<file path="src/rtl/uart_tx_ctrl.sv">
// ---------------------------------------------------------------------------
// UartTxCtrl (module uart_tx_ctrl)
//
// Frame sequencer for the UART transmit path. Accepts one word per
// valid/ready handshake and serialises it LSB first onto the tx line as
// start bit + DATA_BITS data bits + optional parity bit + STOP_BITS stop
// bits. Every line transition is aligned to the one-cycle baud tick that
// comes from the baud tick generator.
//
// Ports:
//   clk_i        system clock
//   rst_i        synchronous active-high reset; aborts any frame in flight
//   baud_tick_i  one-clock pulse per bit period
//   tx_data_i    word to send, captured on the accepting edge
//   tx_valid_i   upstream has a word
//   tx_ready_o   controller can accept (IDLE only)
//   tx_o         registered serial line, idles high
//   tx_busy_o    high in every state except IDLE
//   tx_done_o    one-clock pulse in the cycle whose tick ends the last stop bit
// ---------------------------------------------------------------------------
module uart_tx_ctrl #(
    parameter int DATA_BITS  = 8,
    parameter int PARITY_EN  = 0,
    parameter int PARITY_ODD = 0,
    parameter int STOP_BITS  = 1
) (
    input  logic                 clk_i,
    input  logic                 rst_i,
    input  logic                 baud_tick_i,
    input  logic [DATA_BITS-1:0] tx_data_i,
    input  logic                 tx_valid_i,
    output logic                 tx_ready_o,
    output logic                 tx_o,
    output logic                 tx_busy_o,
    output logic                 tx_done_o
);

    localparam int CNT_W = (DATA_BITS > 1) ? $clog2(DATA_BITS) : 1;
    localparam logic [CNT_W-1:0] LAST_BIT = CNT_W'(DATA_BITS - 1);

    typedef enum logic [2:0] {
        IDLE,
        START_WAIT,
        START,
        DATA,
        PARITY,
        STOP
    } state_e;

    state_e               state_q, state_d;
    logic                 tx_q, tx_d;
    logic [DATA_BITS-1:0] shift_q, shift_d;
    logic                 parity_q, parity_d;
    logic [CNT_W-1:0]     bit_cnt_q, bit_cnt_d;
    logic                 stop_cnt_q, stop_cnt_d;
    logic                 stop_last;

    // True while sitting in the final stop bit, so the next tick ends the frame.
    assign stop_last = (STOP_BITS != 2) || stop_cnt_q;

    // State register plus the datapath registers that travel with it.
    always_ff @(posedge clk_i) begin
        if (rst_i) begin
            state_q    <= IDLE;
            tx_q       <= 1'b1;
            shift_q    <= '0;
            parity_q   <= 1'b0;
            bit_cnt_q  <= '0;
            stop_cnt_q <= 1'b0;
        end else begin
            state_q    <= state_d;
            tx_q       <= tx_d;
            shift_q    <= shift_d;
            parity_q   <= parity_d;
            bit_cnt_q  <= bit_cnt_d;
            stop_cnt_q <= stop_cnt_d;
        end
    end

    // Next-state logic. The shift register moves right once per data bit so
    // the next bit to drive is always shift_q[0]. A tick in the accept cycle
    // is deliberately ignored, which gives the START_WAIT gap before the
    // start bit.
    always_comb begin
        state_d    = state_q;
        tx_d       = tx_q;
        shift_d    = shift_q;
        parity_d   = parity_q;
        bit_cnt_d  = bit_cnt_q;
        stop_cnt_d = stop_cnt_q;

        case (state_q)
            IDLE: begin
                tx_d = 1'b1;
                if (tx_valid_i) begin
                    shift_d    = tx_data_i;
                    parity_d   = (^tx_data_i) ^ (PARITY_ODD != 0);
                    bit_cnt_d  = '0;
                    stop_cnt_d = 1'b0;
                    state_d    = START_WAIT;
                end
            end
            START_WAIT: begin
                if (baud_tick_i) begin
                    tx_d    = 1'b0;
                    state_d = START;
                end
            end
            START: begin
                if (baud_tick_i) begin
                    tx_d      = shift_q[0];
                    shift_d   = shift_q >> 1;
                    bit_cnt_d = '0;
                    state_d   = DATA;
                end
            end
            DATA: begin
                if (baud_tick_i) begin
                    if (bit_cnt_q < LAST_BIT) begin
                        bit_cnt_d = bit_cnt_q + CNT_W'(1);
                        tx_d      = shift_q[0];
                        shift_d   = shift_q >> 1;
                    end else if (PARITY_EN != 0) begin
                        tx_d    = parity_q;
                        state_d = PARITY;
                    end else begin
                        tx_d       = 1'b1;
                        stop_cnt_d = 1'b0;
                        state_d    = STOP;
                    end
                end
            end
            PARITY: begin
                if (baud_tick_i) begin
                    tx_d       = 1'b1;
                    stop_cnt_d = 1'b0;
                    state_d    = STOP;
                end
            end
            STOP: begin
                if (baud_tick_i) begin
                    tx_d = 1'b1;
                    if (!stop_last) begin
                        stop_cnt_d = 1'b1;
                    end else begin
                        state_d = IDLE;
                    end
                end
            end
            default: begin
                tx_d    = 1'b1;
                state_d = IDLE;
            end
        endcase
    end

    // Outputs decoded from the state. tx_done is raised in the cycle whose
    // tick closes the last stop bit, while the FSM is still in STOP, so no
    // accept can coincide with it; it is masked during reset.
    always_comb begin
        tx_ready_o = (state_q == IDLE);
        tx_busy_o  = (state_q != IDLE);
        tx_done_o  = !rst_i && (state_q == STOP) && baud_tick_i && stop_last;
        tx_o       = tx_q;
    end

endmodule

</file>
<file path="config.mk">
export PLATFORM = sky130hd
export DESIGN_NAME = uart_tx_ctrl
export DESIGN_NICKNAME = d
export VERILOG_FILES = /design/src/rtl/uart_tx_ctrl.sv
export SDC_FILE = /design/constraint.sdc
export NUM_CORES = 1
export LEC_CHECK = 0
export BUFFER_PORTS_ARGS = -buffer_cell sky130_fd_sc_hd__buf_2
export CORE_MARGIN = 10
export CORE_UTILIZATION = 50
export CTS_CLUSTER_SIZE = 28
export DETAILED_ROUTE_END_ITERATION = 10
export PLACE_DENSITY = 0.85
export SETUP_SLACK_MARGIN = 0.05
export SYNTH_ARGS = -nofsm -noshare
export SYNTH_HDL_FRONTEND = slang
export SYNTH_SLANG_ARGS = --single-unit
</file>
<file path="constraint.sdc">
create_clock -name clk_i -period 1.47 [get_ports clk_i]
set_input_delay 0.0735 -clock clk_i [delete_from_list [all_inputs] [get_ports clk_i]]
set_output_delay 0.0735 -clock clk_i [all_outputs]
set_load 0.02 [all_outputs]
</file>
==> flow_results.xml, run 1 <==
<?xml version="1.0" encoding="UTF-8"?>
<metrics>
  <group name="status">
    <metric name="status" unit="">finished, final reports clean</metric>
  </group>
  <group name="power_and_ir_drop">
    <metric name="total_leakage_power" unit="µW">0.000399</metric>
    <metric name="power.ir.vdd_worst" unit="mV">0.479</metric>
    <metric name="pwr_density_cell" unit="nW/µm²">942</metric>
    <metric name="power.total" unit="µW">977</metric>
  </group>
  <group name="finish">
    <metric name="drive_gt1_frac" unit="">0.377</metric>
    <metric name="num_antenna_cells" unit="">0</metric>
    <metric name="finish.utilization" unit="">0.689</metric>
    <metric name="post_route_cell_area" unit="µm²">1040</metric>
    <metric name="num-nets-final" unit="">136</metric>
    <metric name="flow.area_growth_from_synthesis" unit="%">28.9</metric>
  </group>
  <group name="global_route">
    <metric name="antenna_found_initial" unit="">0</metric>
    <metric name="globalRouteTotalUtil" unit="">0.119</metric>
    <metric name="globalRouteOverflowTotal" unit="">0</metric>
    <metric name="pin_count_of_the_biggest_net_entering_global_routing" unit="">19</metric>
    <metric name="first_global_vias" unit="">754</metric>
    <metric name="grt_first_pass_wirelength" unit="µm">3460</metric>
  </group>
  <group name="floorplan">
    <metric name="initial_core_util" unit="">0.534</metric>
    <metric name="die_x" unit="µm">60.1</metric>
    <metric name="std_cell_rows" unit="">14</metric>
    <metric name="die_h" unit="µm">60.1</metric>
    <metric name="core_area" unit="µm²">1510</metric>
    <metric name="design.die.area" unit="µm²">3610</metric>
    <metric name="io_pins" unit="">16</metric>
  </group>
  <group name="synthesis">
    <metric name="synthAdderAreaFrac" unit="">0.0156</metric>
    <metric name="synth-async-reset-ratio" unit="">0</metric>
    <metric name="muxShareOfSynthArea" unit="">0</metric>
    <metric name="synth_top_family_by_area" unit="">compound AO/OA/AOI/OAI gates</metric>
    <metric name="yosys_register_bits" unit="">15</metric>
    <metric name="synth.yosys.seq_area_share" unit="">0.373</metric>
    <metric name="yosys.area_share.simple" unit="">0.257</metric>
    <metric name="synth_compound_area_frac" unit="">0.281</metric>
    <metric name="post_synth.cell_area_avg" unit="µm²">7.97</metric>
    <metric name="mappedNetlistNets" unit="">114</metric>
    <metric name="netlist_instances" unit="">101</metric>
    <metric name="post_synth_main_area_contributors" unit="">dfxtp_1 37%, a21oi_1 8.7%, nand2_1 7.9%</metric>
    <metric name="top_cells_by_instance_count_after_synthesis" unit="">17 x nand2_1, 15 x dfxtp_1, 14 x a21oi_1</metric>
    <metric name="cell_area_synth" unit="µm²">805</metric>
    <metric name="synth_edf_count" unit="">0</metric>
    <metric name="synth_most_common_cell" unit="">nand2_1</metric>
    <metric name="netlist.area_leader.share" unit="">0.373</metric>
    <metric name="yosysUniqueCellTypes" unit="">28</metric>
    <metric name="cell_accounting_for_the_most_synthesized_area" unit="">dfxtp_1</metric>
    <metric name="postSynth.topFlopCell" unit="">dfxtp_1</metric>
    <metric name="post_synth_xor_area_fraction" unit="">0</metric>
    <metric name="synth.yosys.warnings" unit="">0</metric>
  </group>
  <group name="timing">
    <metric name="hold_viol" unit="">0</metric>
    <metric name="finalWorstPathRequiredPeriod" unit="ns">1.43</metric>
    <metric name="timing.clock.skew" unit="ns">0.0135</metric>
    <metric name="grt_setup_unrepaired" unit="">yes</metric>
    <metric name="fmaxAchievable" unit="MHz">700</metric>
    <metric name="slew_headroom" unit="">0.716</metric>
    <metric name="setup_slack" unit="ns">0.0422</metric>
    <metric name="finalCritPeriodShare" unit="">0.971</metric>
    <metric name="timing.final.setup_violations" unit="">0</metric>
    <metric name="max_slew.worst_pin.slew" unit="ns">0.416</metric>
    <metric name="final_max_slew_viol_count" unit="">0</metric>
  </group>
  <group name="placed_design">
    <metric name="dpl.hpwl" unit="µm">1380</metric>
    <metric name="placement.io_buffers" unit="">15</metric>
    <metric name="globalplace.congestion" unit="">0.782</metric>
    <metric name="post-place-ws" unit="ns">0.0475</metric>
    <metric name="placement.cell_area" unit="µm²">877</metric>
  </group>
  <group name="worst_hold_path">
    <metric name="min_delay_worst_endpoint" unit="">shift_q[6]$_SDFFE_PP0P_</metric>
    <metric name="whs_path_depth" unit="">3</metric>
    <metric name="hold_class" unit="">in2reg</metric>
    <metric name="critical_hold_path_startpoint" unit="">tx_data_i[6]</metric>
  </group>
  <group name="clock_tree">
    <metric name="htree_levels" unit="">1</metric>
    <metric name="clkSinkCount" unit="">15</metric>
    <metric name="insertion_delay" unit="ns">0.29</metric>
    <metric name="tritoncts" unit="">done</metric>
    <metric name="cts_made_buffers" unit="">3</metric>
    <metric name="clockBufferDepth" unit="">2</metric>
    <metric name="cts.clk_slew.worst_paths" unit="ns">0.11</metric>
    <metric name="cts_hold_buf" unit="">0</metric>
    <metric name="ctsRootBufferMaster" unit="">clkbuf_4</metric>
  </group>
  <group name="routing">
    <metric name="post_drt_wl_per_cell" unit="µm">18.5</metric>
    <metric name="drtAntennaViolNets" unit="">0</metric>
    <metric name="drt_iter0_drc" unit="">77</metric>
    <metric name="routed_wirelength" unit="µm">2550</metric>
    <metric name="detail_route.drc_violations" unit="">0</metric>
    <metric name="avgViaCountPerCell" unit="">6.68</metric>
    <metric name="routed_via_count" unit="">922</metric>
    <metric name="firstDrtPassIters" unit="">5</metric>
  </group>
  <group name="worst_setup_path">
    <metric name="reg2regPathDepth" unit="">4</metric>
    <metric name="cp_max_fo" unit="">8</metric>
    <metric name="start_kind" unit="">flip-flop</metric>
    <metric name="data_arrival_at_the_endpoint_of_the_critical_path" unit="ns">1.35</metric>
    <metric name="reg2reg_slack" unit="ns">0.08</metric>
    <metric name="timing.critical_path.slowest_stage_cell" unit="">or3_4</metric>
    <metric name="critPathKind" unit="">reg2out</metric>
    <metric name="r2r_start" unit="">state_q[0]$_SDFFE_PP0P_</metric>
    <metric name="critical_path.most_common_cell" unit="">buf_6</metric>
    <metric name="crit_chain" unit="">buf_6, or3_4, inv_2, buf_6</metric>
    <metric name="critPathMaxStageDelay" unit="ns">0.41</metric>
    <metric name="critPathCaptureType" unit="">output port</metric>
    <metric name="r2r_end" unit="">shift_q[2]$_SDFFE_PP0P_</metric>
    <metric name="critPathRequiredTime" unit="ns">1.40</metric>
  </group>
  <group name="job">
    <metric name="drv.max_cap_violation_count" unit="">0</metric>
  </group>
</metrics>
## registers in the layout, summed over array words and instances (netlist names)
signal     cells
bit_cnt_q      3
shift_q        8
tx_o           1
state_q        3
## through the flow
step                hold slack [ns]  cells  setup TNS, ns
floorplan                     0.225    101              0
global placement              0.347    126              0
detailed placement            0.351    126              0
CTS                          0.0549    131              0
global route                 0.0562    138        -0.0220
finish                       0.0486    138              0
## worst max path at each step
stage	to	cells after the start	slack (ns)	from
after global routing	shift_q[1]$_SDFFE_PP0P_	4	-0.01	state_q[0]$_SDFFE_PP0P_
after CTS	tx_ready_o	4	0.04	state_q[1]$_SDFFE_PP0P_
after global placement	shift_q[3]$_SDFFE_PP0P_	4	0.11	state_q[2]$_SDFFE_PP0P_
after floorplan	tx_o$_SDFFE_PP1P_	5	0.14	state_q[2]$_SDFFE_PP0P_
final	tx_ready_o	4	0.04	state_q[1]$_SDFFE_PP0P_
after detailed placement	shift_q[5]$_SDFFE_PP0P_	4	0.05	state_q[2]$_SDFFE_PP0P_
## logic make-up (layout without fill, tap and decap cells)
kind of cell / after synthesis / after routing
simple gates: 41 / 41
compound gates: 33 / 33
flops: 15 / 15
buf+inv: 11 / 32
fa+ha+maj: 1 / 1
## where the power goes
group / leakage, µW / internal (µW) / switching, µW
combinational: 0.000260 / 112 / 142
sequential: 0.000125 / 440 / 28.3
clock: 0.0000150 / 105 / 149
total: 0.000399 / 658 / 319
## critical path, delay by kind of cell (launching register included)
family / cells / cell delay, ns
and+or+nand+nor: 1 / 0.41
DFF: 1 / 0.34
buffers and inverters: 3 / 0.31
## metal layers
metal,global-route usage,routed length [µm]
met4,0.0192,111
met1,0.157,995
met3,0.0254,199
met2,0.193,1240
met5,0,0
## layout make-up
type / count / area, µm²
Fill cell: 111 / 469
Clock buffer: 4 / 26.3
Multi-Input combinational cell: 75 / 497
Timing Repair Buffer: 26 / 180
Tap cell: 16 / 20.0
Sequential cell: 15 / 307
Inverter: 2 / 7.51
## layout by cell type, fill, tap and decap left out, types with 2 or more instances in the layout
master,instances
dfxtp_1,12
buf_4,10
nand3_1,2
a311oi_1,6
a21oi_1,11
clkbuf_4,3
o21ai_0,3
nor3_1,4
nor2b_1,2
buf_6,4
a31oi_1,2
nand2_1,17
a21oi_2,3
nand3b_1,2
a2111oi_0,3
dfxtp_2,2
nor2_1,4
nor2_4,2
buf_2,12
## repair_timing
action / CTS / global route
resized for setup: 5 / 18
setup buffers: 1 / 7
pin swaps: 0 / 3
hold endpoints to repair: 0 / 0
setup endpoints to repair: 5 / 11
Power figures use the tool's default switching activity.
==> inputs of run 2 (changes only) <==
==> constraint.sdc (replaced) <==
create_clock -name clk_i -period 1.47 [get_ports clk_i]
set_input_delay 0.0735 -clock clk_i [delete_from_list [all_inputs] [get_ports clk_i]]
set_output_delay 0.0735 -clock clk_i [all_outputs]
set_load 0.01 [all_outputs]
==> run 2 against run 1 <==
Net effect:
- setup slack improved by 0.014 ns
- flip-flop and latch count stayed put
- wire length down 12%
- critical path depth down 1
==> flow_results.xml, run 2 (synthesis gave the netlist of run 1 again) <==
<?xml version="1.0" encoding="UTF-8"?>
<metrics>
  <group name="clock_tree">
    <metric name="tritoncts" unit="">done</metric>
    <metric name="clockBufferDepth" unit="">2</metric>
    <metric name="clkSinkCount" unit="">15</metric>
    <metric name="insertion_delay" unit="ns">0.29</metric>
    <metric name="ctsRootBufferMaster" unit="">clkbuf_4</metric>
    <metric name="cts_made_buffers" unit="">3</metric>
    <metric name="cts_hold_buf" unit="">0</metric>
    <metric name="cts.clk_slew.worst_paths" unit="ns">0.09</metric>
    <metric name="htree_levels" unit="">1</metric>
  </group>
  <group name="timing">
    <metric name="setup-tns-final" unit="ns">0</metric>
    <metric name="timing.final.setup_violations" unit="">0</metric>
    <metric name="grt_setup_unrepaired" unit="">yes</metric>
    <metric name="max_slew.worst_pin.slew" unit="ns">0.371</metric>
    <metric name="finalCritPeriodShare" unit="">0.962</metric>
    <metric name="finalWorstPathRequiredPeriod" unit="ns">1.41</metric>
    <metric name="fmaxAchievable" unit="MHz">707</metric>
    <metric name="timing.clock.skew" unit="ns">0.00124</metric>
    <metric name="final_max_slew_viol_count" unit="">0</metric>
    <metric name="slew_headroom" unit="">0.746</metric>
    <metric name="hold_viol" unit="">0</metric>
  </group>
  <group name="finish">
    <metric name="drive_gt1_frac" unit="">0.328</metric>
    <metric name="final_common_cell" unit="">nand2_1</metric>
    <metric name="layout.filler_cells" unit="">134</metric>
    <metric name="largest_register_ff_count" unit="">8</metric>
    <metric name="regMostFlops" unit="">shift_q</metric>
    <metric name="reg_top3" unit="">shift_q: 8 flops, bit_cnt_q: 3 flops, state_q: 3 flops</metric>
    <metric name="multiInputGateArea" unit="µm²">472</metric>
    <metric name="seqCellArea" unit="µm²">309</metric>
    <metric name="flow.area_growth_from_synthesis" unit="%">22.4</metric>
    <metric name="num_antenna_cells" unit="">0</metric>
    <metric name="num-nets-final" unit="">133</metric>
    <metric name="finish.utilization" unit="">0.654</metric>
    <metric name="layout.cells.most_common_list" unit="">17 x nand2_1, 14 x a21oi_1, 14 x buf_2</metric>
  </group>
  <group name="worst_setup_path">
    <metric name="cp_max_fo" unit="">6</metric>
    <metric name="critPathKind" unit="">reg2out</metric>
    <metric name="crit_buf_inv" unit="">2</metric>
    <metric name="timing.critical_path.max_delay_family" unit="">simple AND/OR/NAND/NOR gates</metric>
    <metric name="timing.critical_path.slowest_stage_cell" unit="">or3_4</metric>
    <metric name="data_arrival_at_the_endpoint_of_the_critical_path" unit="ns">1.34</metric>
    <metric name="critPathCaptureType" unit="">output port</metric>
    <metric name="start_kind" unit="">flip-flop</metric>
    <metric name="critPathRequiredTime" unit="ns">1.40</metric>
    <metric name="critPathMaxStageDelay" unit="ns">0.40</metric>
    <metric name="crit_chain" unit="">buf_6, or3_4, buf_2</metric>
  </group>
  <group name="job">
    <metric name="drv.max_cap_violation_count" unit="">0</metric>
  </group>
  <group name="global_route">
    <metric name="globalRouteTotalUtil" unit="">0.113</metric>
    <metric name="first_global_vias" unit="">817</metric>
    <metric name="pin_count_of_the_biggest_net_entering_global_routing" unit="">19</metric>
    <metric name="antenna_found_initial" unit="">0</metric>
    <metric name="globalRouteOverflowTotal" unit="">0</metric>
    <metric name="grt_first_pass_wirelength" unit="µm">3300</metric>
  </group>
  <group name="power_and_ir_drop">
    <metric name="netSwitchingFraction" unit="">0.311</metric>
    <metric name="pwr_density_cell" unit="nW/µm²">938</metric>
    <metric name="total_leakage_power" unit="µW">0.000383</metric>
    <metric name="combPwrFrac" unit="">0.233</metric>
    <metric name="power.ir.vdd_worst" unit="mV">0.508</metric>
    <metric name="internal-power" unit="µW">637</metric>
    <metric name="power.switching" unit="µW">287</metric>
    <metric name="share_clk_of_total_power" unit="">0.263</metric>
    <metric name="share_seq_of_total_power" unit="">0.504</metric>
  </group>
  <group name="routing">
    <metric name="routed_via_count" unit="">860</metric>
    <metric name="top_layer_used" unit="">met4</metric>
    <metric name="post_drt_wl_per_cell" unit="µm">16.7</metric>
    <metric name="detail_route.drc_violations" unit="">0</metric>
    <metric name="m1WireLength" unit="µm">958</metric>
    <metric name="met2_length" unit="µm">1150</metric>
    <metric name="routed_wirelength" unit="µm">2250</metric>
    <metric name="drtAntennaViolNets" unit="">0</metric>
    <metric name="drt_iter0_drc" unit="">27</metric>
    <metric name="avgViaCountPerCell" unit="">6.37</metric>
    <metric name="firstDrtPassIters" unit="">4</metric>
    <metric name="met3_length" unit="µm">119</metric>
  </group>
  <group name="floorplan">
    <metric name="std_cell_rows" unit="">14</metric>
    <metric name="die_h" unit="µm">60.1</metric>
    <metric name="design.die.area" unit="µm²">3610</metric>
    <metric name="die_x" unit="µm">60.1</metric>
    <metric name="io_pins" unit="">16</metric>
    <metric name="initial_core_util" unit="">0.534</metric>
    <metric name="core_area" unit="µm²">1510</metric>
  </group>
  <group name="status">
    <metric name="status" unit="">finished, final reports clean</metric>
  </group>
  <group name="placed_design">
    <metric name="globalplace.congestion" unit="">0.807</metric>
    <metric name="dpl.hpwl" unit="µm">1410</metric>
    <metric name="placement.io_buffers" unit="">15</metric>
  </group>
  <group name="worst_hold_path">
    <metric name="hold_class" unit="">in2reg</metric>
  </group>
</metrics>
run 2: final cells by class:
class	instances	share of cell area
multi-input combinational	75	0.479
sequential	15	0.314
timing repair buffer	23	0.151
clock buffer	3	0.0229
tap	16	0.0203
inverter	2	0.00762
clock inverter	1	0.00508
run 2: what timing repair did:
item	4_1_cts	5_1_grt
endpoints found under the hold margin	0	0
gates cloned	0	0
setup buffers	2	3
endpoints found under the setup margin	10	11
gates resized for setup	5	10
pin swaps	0	1
run 2: path summary, 6_finish.rpt:
| kind | start | to | slack [ns] | depth (start not counted) |
|---|---|---|---|---|
| max | state_q[2]$_SDFFE_PP0P_ | tx_busy_o | 0.06 | 3 |
| min | tx_data_i[4] | shift_q[4]$_SDFFE_PP0P_ | 0.04 | 3 |
| min reg2reg | shift_q[2]$_SDFFE_PP0P_ | shift_q[1]$_SDFFE_PP0P_ | 0.49 | 2 |
| max reg2reg | state_q[1]$_SDFFE_PP0P_ | shift_q[5]$_SDFFE_PP0P_ | 0.10 | 5 |
run 2: metal layers:
metal / track usage / up-vias
li1: - / 410
met1: 0.124 / 414
met2: 0.194 / 32
met3: 0.0297 / 4
met4: 0.0577 / 0
met5: 0 / -
run 2: worst reg2reg max path, stage by stage, from the launching register on:
cell      delay, ns
dfxtp_4        0.37
buf_4          0.16
nor2b_4        0.14
a22oi_2        0.28
nor2_4         0.11
a311oi_1       0.24
run 2: power by group through the flow:
stage	logic, µW	registers [µW]	clock network (µW)
global placement	177	473	0
global route	237	468	250
detailed placement	182	475	0
finish	215	465	243
floorplan	142	469	0
CTS	195	464	238
run 2: metrics by stage:
step	power (µW)	worst slack [ns]	area, µm²	hold slack [ns]	instances
detailed placement	658	0.0342	871	0.350	126
finish	924	0.0561	985	0.0418	135
global route	955	-0.00771	985	0.0475	135
global placement	649	0.0767	871	0.345	126
floorplan	610	0.187	805	0.225	101
CTS	896	0.0411	925	0.0472	132
==> inputs of run 3 (changes only) <==
--- a/config.mk
+++ b/config.mk
@@ -5,12 +5,13 @@
 export SDC_FILE = /design/constraint.sdc
 export NUM_CORES = 1
 export LEC_CHECK = 0
+export ABC_AREA = 1
 export BUFFER_PORTS_ARGS = -buffer_cell sky130_fd_sc_hd__buf_2
 export CORE_MARGIN = 10
 export CORE_UTILIZATION = 50
 export CTS_CLUSTER_SIZE = 28
 export DETAILED_ROUTE_END_ITERATION = 10
-export PLACE_DENSITY = 0.85
+export PLACE_DENSITY = 0.83
 export SETUP_SLACK_MARGIN = 0.05
 export SYNTH_ARGS = -nofsm -noshare
 export SYNTH_HDL_FRONTEND = slang
==> run 3 against run 2 <==
Net effect:
- total power increased by 81%
- area after synthesis increased by 14%
- synthesized cell count increased by 41%
- combinational power increased to 3.9 times the previous value
- register-to-register slack improved by 0.09 ns
- worst hold slack improved by 0.0049 ns
- critical path type is now reg2reg
- final cell count increased by 35%
- core utilization decreased by 6.7 points
==> flow_results.xml, run 3 <==
<?xml version="1.0" encoding="UTF-8"?>
<metrics>
  <group name="timing">
    <metric name="slew_headroom" unit="">0.773</metric>
    <metric name="finalCritPeriodShare" unit="">0.870</metric>
    <metric name="final_max_slew_viol_count" unit="">0</metric>
    <metric name="timing.final.setup_violations" unit="">0</metric>
    <metric name="setup-tns-final" unit="ns">0</metric>
    <metric name="timing.clock.skew" unit="ns">0.00515</metric>
    <metric name="hold_viol" unit="">0</metric>
    <metric name="grt_setup_unrepaired" unit="">no</metric>
    <metric name="max_slew.worst_pin.slew" unit="ns">0.340</metric>
    <metric name="finalWorstPathRequiredPeriod" unit="ns">1.28</metric>
    <metric name="fmaxAchievable" unit="MHz">782</metric>
  </group>
  <group name="floorplan">
    <metric name="io_pins" unit="">16</metric>
    <metric name="die_h" unit="µm">62.8</metric>
    <metric name="std_cell_rows" unit="">15</metric>
    <metric name="core_area" unit="µm²">1730</metric>
    <metric name="die_x" unit="µm">62.8</metric>
    <metric name="design.die.area" unit="µm²">3940</metric>
    <metric name="initial_core_util" unit="">0.530</metric>
  </group>
  <group name="power_and_ir_drop">
    <metric name="share_seq_of_total_power" unit="">0.364</metric>
    <metric name="power.switching" unit="µW">747</metric>
    <metric name="total_leakage_power" unit="µW">0.000520</metric>
    <metric name="internal-power" unit="µW">927</metric>
    <metric name="netSwitchingFraction" unit="">0.446</metric>
    <metric name="power.ir.vdd_worst" unit="mV">0.898</metric>
    <metric name="combPwrFrac" unit="">0.496</metric>
    <metric name="pwr_density_cell" unit="nW/µm²">1650</metric>
    <metric name="share_clk_of_total_power" unit="">0.140</metric>
  </group>
  <group name="placed_design">
    <metric name="placement.io_buffers" unit="">15</metric>
    <metric name="globalplace.congestion" unit="">0.864</metric>
    <metric name="dpl.hpwl" unit="µm">1410</metric>
  </group>
  <group name="clock_tree">
    <metric name="clkSinkCount" unit="">15</metric>
    <metric name="cts_made_buffers" unit="">3</metric>
    <metric name="htree_levels" unit="">1</metric>
    <metric name="clockBufferDepth" unit="">2</metric>
    <metric name="tritoncts" unit="">done</metric>
    <metric name="insertion_delay" unit="ns">0.28</metric>
    <metric name="cts.clk_slew.worst_paths" unit="ns">0.09</metric>
    <metric name="ctsRootBufferMaster" unit="">clkbuf_4</metric>
  </group>
  <group name="synthesis">
    <metric name="yosysUniqueCellTypes" unit="">19</metric>
    <metric name="yosys_register_bits" unit="">15</metric>
    <metric name="synth-async-reset-ratio" unit="">0</metric>
    <metric name="post_synth.cell_area_avg" unit="µm²">6.45</metric>
    <metric name="mappedNetlistNets" unit="">155</metric>
    <metric name="synth_edf_count" unit="">0</metric>
    <metric name="post_synth_main_area_contributors" unit="">dfxtp_1 33%, nand2_1 18%, nor2_1 10%</metric>
    <metric name="synth_most_common_cell" unit="">nand2_1</metric>
    <metric name="synth.yosys.seq_area_share" unit="">0.328</metric>
    <metric name="netlist_instances" unit="">142</metric>
    <metric name="netlist.area_leader.share" unit="">0.328</metric>
    <metric name="cell_accounting_for_the_most_synthesized_area" unit="">dfxtp_1</metric>
    <metric name="top_cells_by_instance_count_after_synthesis" unit="">44 x nand2_1, 25 x nor2_1, 18 x inv_1</metric>
    <metric name="cell_area_synth" unit="µm²">916</metric>
    <metric name="synth.yosys.warnings" unit="">0</metric>
    <metric name="postSynth.topFlopCell" unit="">dfxtp_1</metric>
  </group>
  <group name="global_route">
    <metric name="antenna_found_initial" unit="">0</metric>
    <metric name="globalRouteTotalUtil" unit="">0.101</metric>
    <metric name="first_global_vias" unit="">779</metric>
    <metric name="globalRouteOverflowTotal" unit="">0</metric>
    <metric name="grt_first_pass_wirelength" unit="µm">3350</metric>
    <metric name="pin_count_of_the_biggest_net_entering_global_routing" unit="">18</metric>
  </group>
  <group name="worst_setup_path">
    <metric name="data_arrival_at_the_endpoint_of_the_critical_path" unit="ns">1.50</metric>
    <metric name="start_kind" unit="">flip-flop</metric>
    <metric name="critPathRequiredTime" unit="ns">1.69</metric>
    <metric name="critPathKind" unit="">reg2reg</metric>
    <metric name="r2r_start" unit="">state_q[0]$_SDFFE_PP0P_</metric>
    <metric name="cp_max_fo" unit="">17</metric>
    <metric name="setup.worst_path.start" unit="">state_q[0]$_SDFFE_PP0P_</metric>
    <metric name="critPathCaptureType" unit="">flip-flop</metric>
    <metric name="reg2reg_slack" unit="ns">0.19</metric>
  </group>
  <group name="routing">
    <metric name="drtAntennaViolNets" unit="">0</metric>
    <metric name="firstDrtPassIters" unit="">4</metric>
    <metric name="routed_wirelength" unit="µm">1840</metric>
    <metric name="detail_route.drc_violations" unit="">0</metric>
    <metric name="routed_via_count" unit="">868</metric>
    <metric name="avgViaCountPerCell" unit="">4.77</metric>
    <metric name="post_drt_wl_per_cell" unit="µm">10.1</metric>
    <metric name="drt_iter0_drc" unit="">19</metric>
  </group>
  <group name="finish">
    <metric name="final_common_cell" unit="">nand2_1</metric>
    <metric name="largest_register_ff_count" unit="">8</metric>
    <metric name="regMostFlops" unit="">shift_q</metric>
    <metric name="drive_gt1_frac" unit="">0.204</metric>
    <metric name="flow.area_growth_from_synthesis" unit="%">10.7</metric>
    <metric name="num-nets-final" unit="">171</metric>
    <metric name="num_antenna_cells" unit="">0</metric>
    <metric name="finish.utilization" unit="">0.587</metric>
    <metric name="layout.cells.most_common_list" unit="">43 x nand2_1, 25 x nor2_1, 18 x inv_1</metric>
    <metric name="reg_top3" unit="">shift_q: 8 flops, bit_cnt_q: 3 flops, state_q: 3 flops</metric>
  </group>
  <group name="worst_hold_path">
    <metric name="critical_hold_path_startpoint" unit="">rst_i</metric>
    <metric name="hold_class" unit="">in2reg</metric>
  </group>
  <group name="status">
    <metric name="status" unit="">finished, final reports clean</metric>
  </group>
  <group name="job">
    <metric name="drv.max_cap_violation_count" unit="">0</metric>
  </group>
</metrics>
[run 3: changes by cell type after synthesis, moves of 5 or more]
cell / previous run / this run
clkbuf_1: 5 / 0
a21oi_1: 14 / 4
nor2_1: 6 / 25
a311oi_1: 7 / 0
o21ai_0: 3 / 9
inv_1: 2 / 18
nand2_1: 17 / 44
[run 3: timing repair]
| item | 4_1_cts | 5_1_grt |
|---|---|---|
| gates resized for setup | 0 | 3 |
| endpoints found under the setup margin | 0 | 12 |
| setup buffers | 0 | 0 |
| hold buffers | 0 | 0 |
[run 3: layout make-up]
type                    instances  area [µm²]
fillers                       169         713
well taps                      25        31.3
flip-flops and latches         15         302
clock buffers                   4        26.3
multi-input cells             104         505
repair buffers                 15        75.1
inverters                      19        73.8
[run 3: kinds of logic after synthesis]
group                    synth area share
AND/OR/NAND/NOR                     0.445
buffers and inverters               0.123
AO/OA/AOI/OAI                      0.0902
flip-flops                          0.328
adder cells (fa/ha/maj)            0.0137
[run 3: critical path: stages (launching register included)]
cell     delay, ns
dfxtp_1       0.48
nand2_1       0.10
nor2_2        0.12
nand2_2       0.12
nand3_4       0.17
nand2_1       0.10
a21oi_2       0.13
[run 3: power by group through the flow]
| stage | logic [µW] | registers [µW] | clock network, µW |
|---|---|---|---|
| floorplan | 744 | 588 | 0 |
| global route | 973 | 632 | 265 |
| detailed placement | 837 | 615 | 0 |
| global placement | 820 | 610 | 0 |
| finish | 830 | 610 | 234 |
| CTS | 841 | 605 | 244 |
[run 3: routing by layer]
layer  routed length (µm)  share of wire  vias up  GRT usage
met1                  802           0.44      381      0.109
met3                  100          0.054        2     0.0412
met2                  924           0.50       18      0.172
li1                     -              -      467          -
met4                   12         0.0065        0     0.0335
met5                    0              0        -          0
[run 3: stage by stage]
step,setup slack (ns),hold slack [ns],std cells,area [µm²],power [µW]
after floorplan,0.233,0.136,142,916,1330
after global placement,0.145,0.332,178,981,1430
after detailed placement,0.0957,0.343,178,981,1450
after CTS,0.0925,0.0375,182,1010,1690
after global routing,0.0519,0.0307,182,1010,1870
final,0.192,0.0466,182,1010,1670
[run 3: worst paths after layout]
path | endpoint | cells past startpoint
hold / removal | state_q[0]$_SDFFE_PP0P_ | 2
setup reg to reg | bit_cnt_q[1]$_SDFFE_PP0P_ | 6
hold reg to reg | tx_o$_SDFFE_PP1P_ | 2
setup / recovery | bit_cnt_q[1]$_SDFFE_PP0P_ | 6
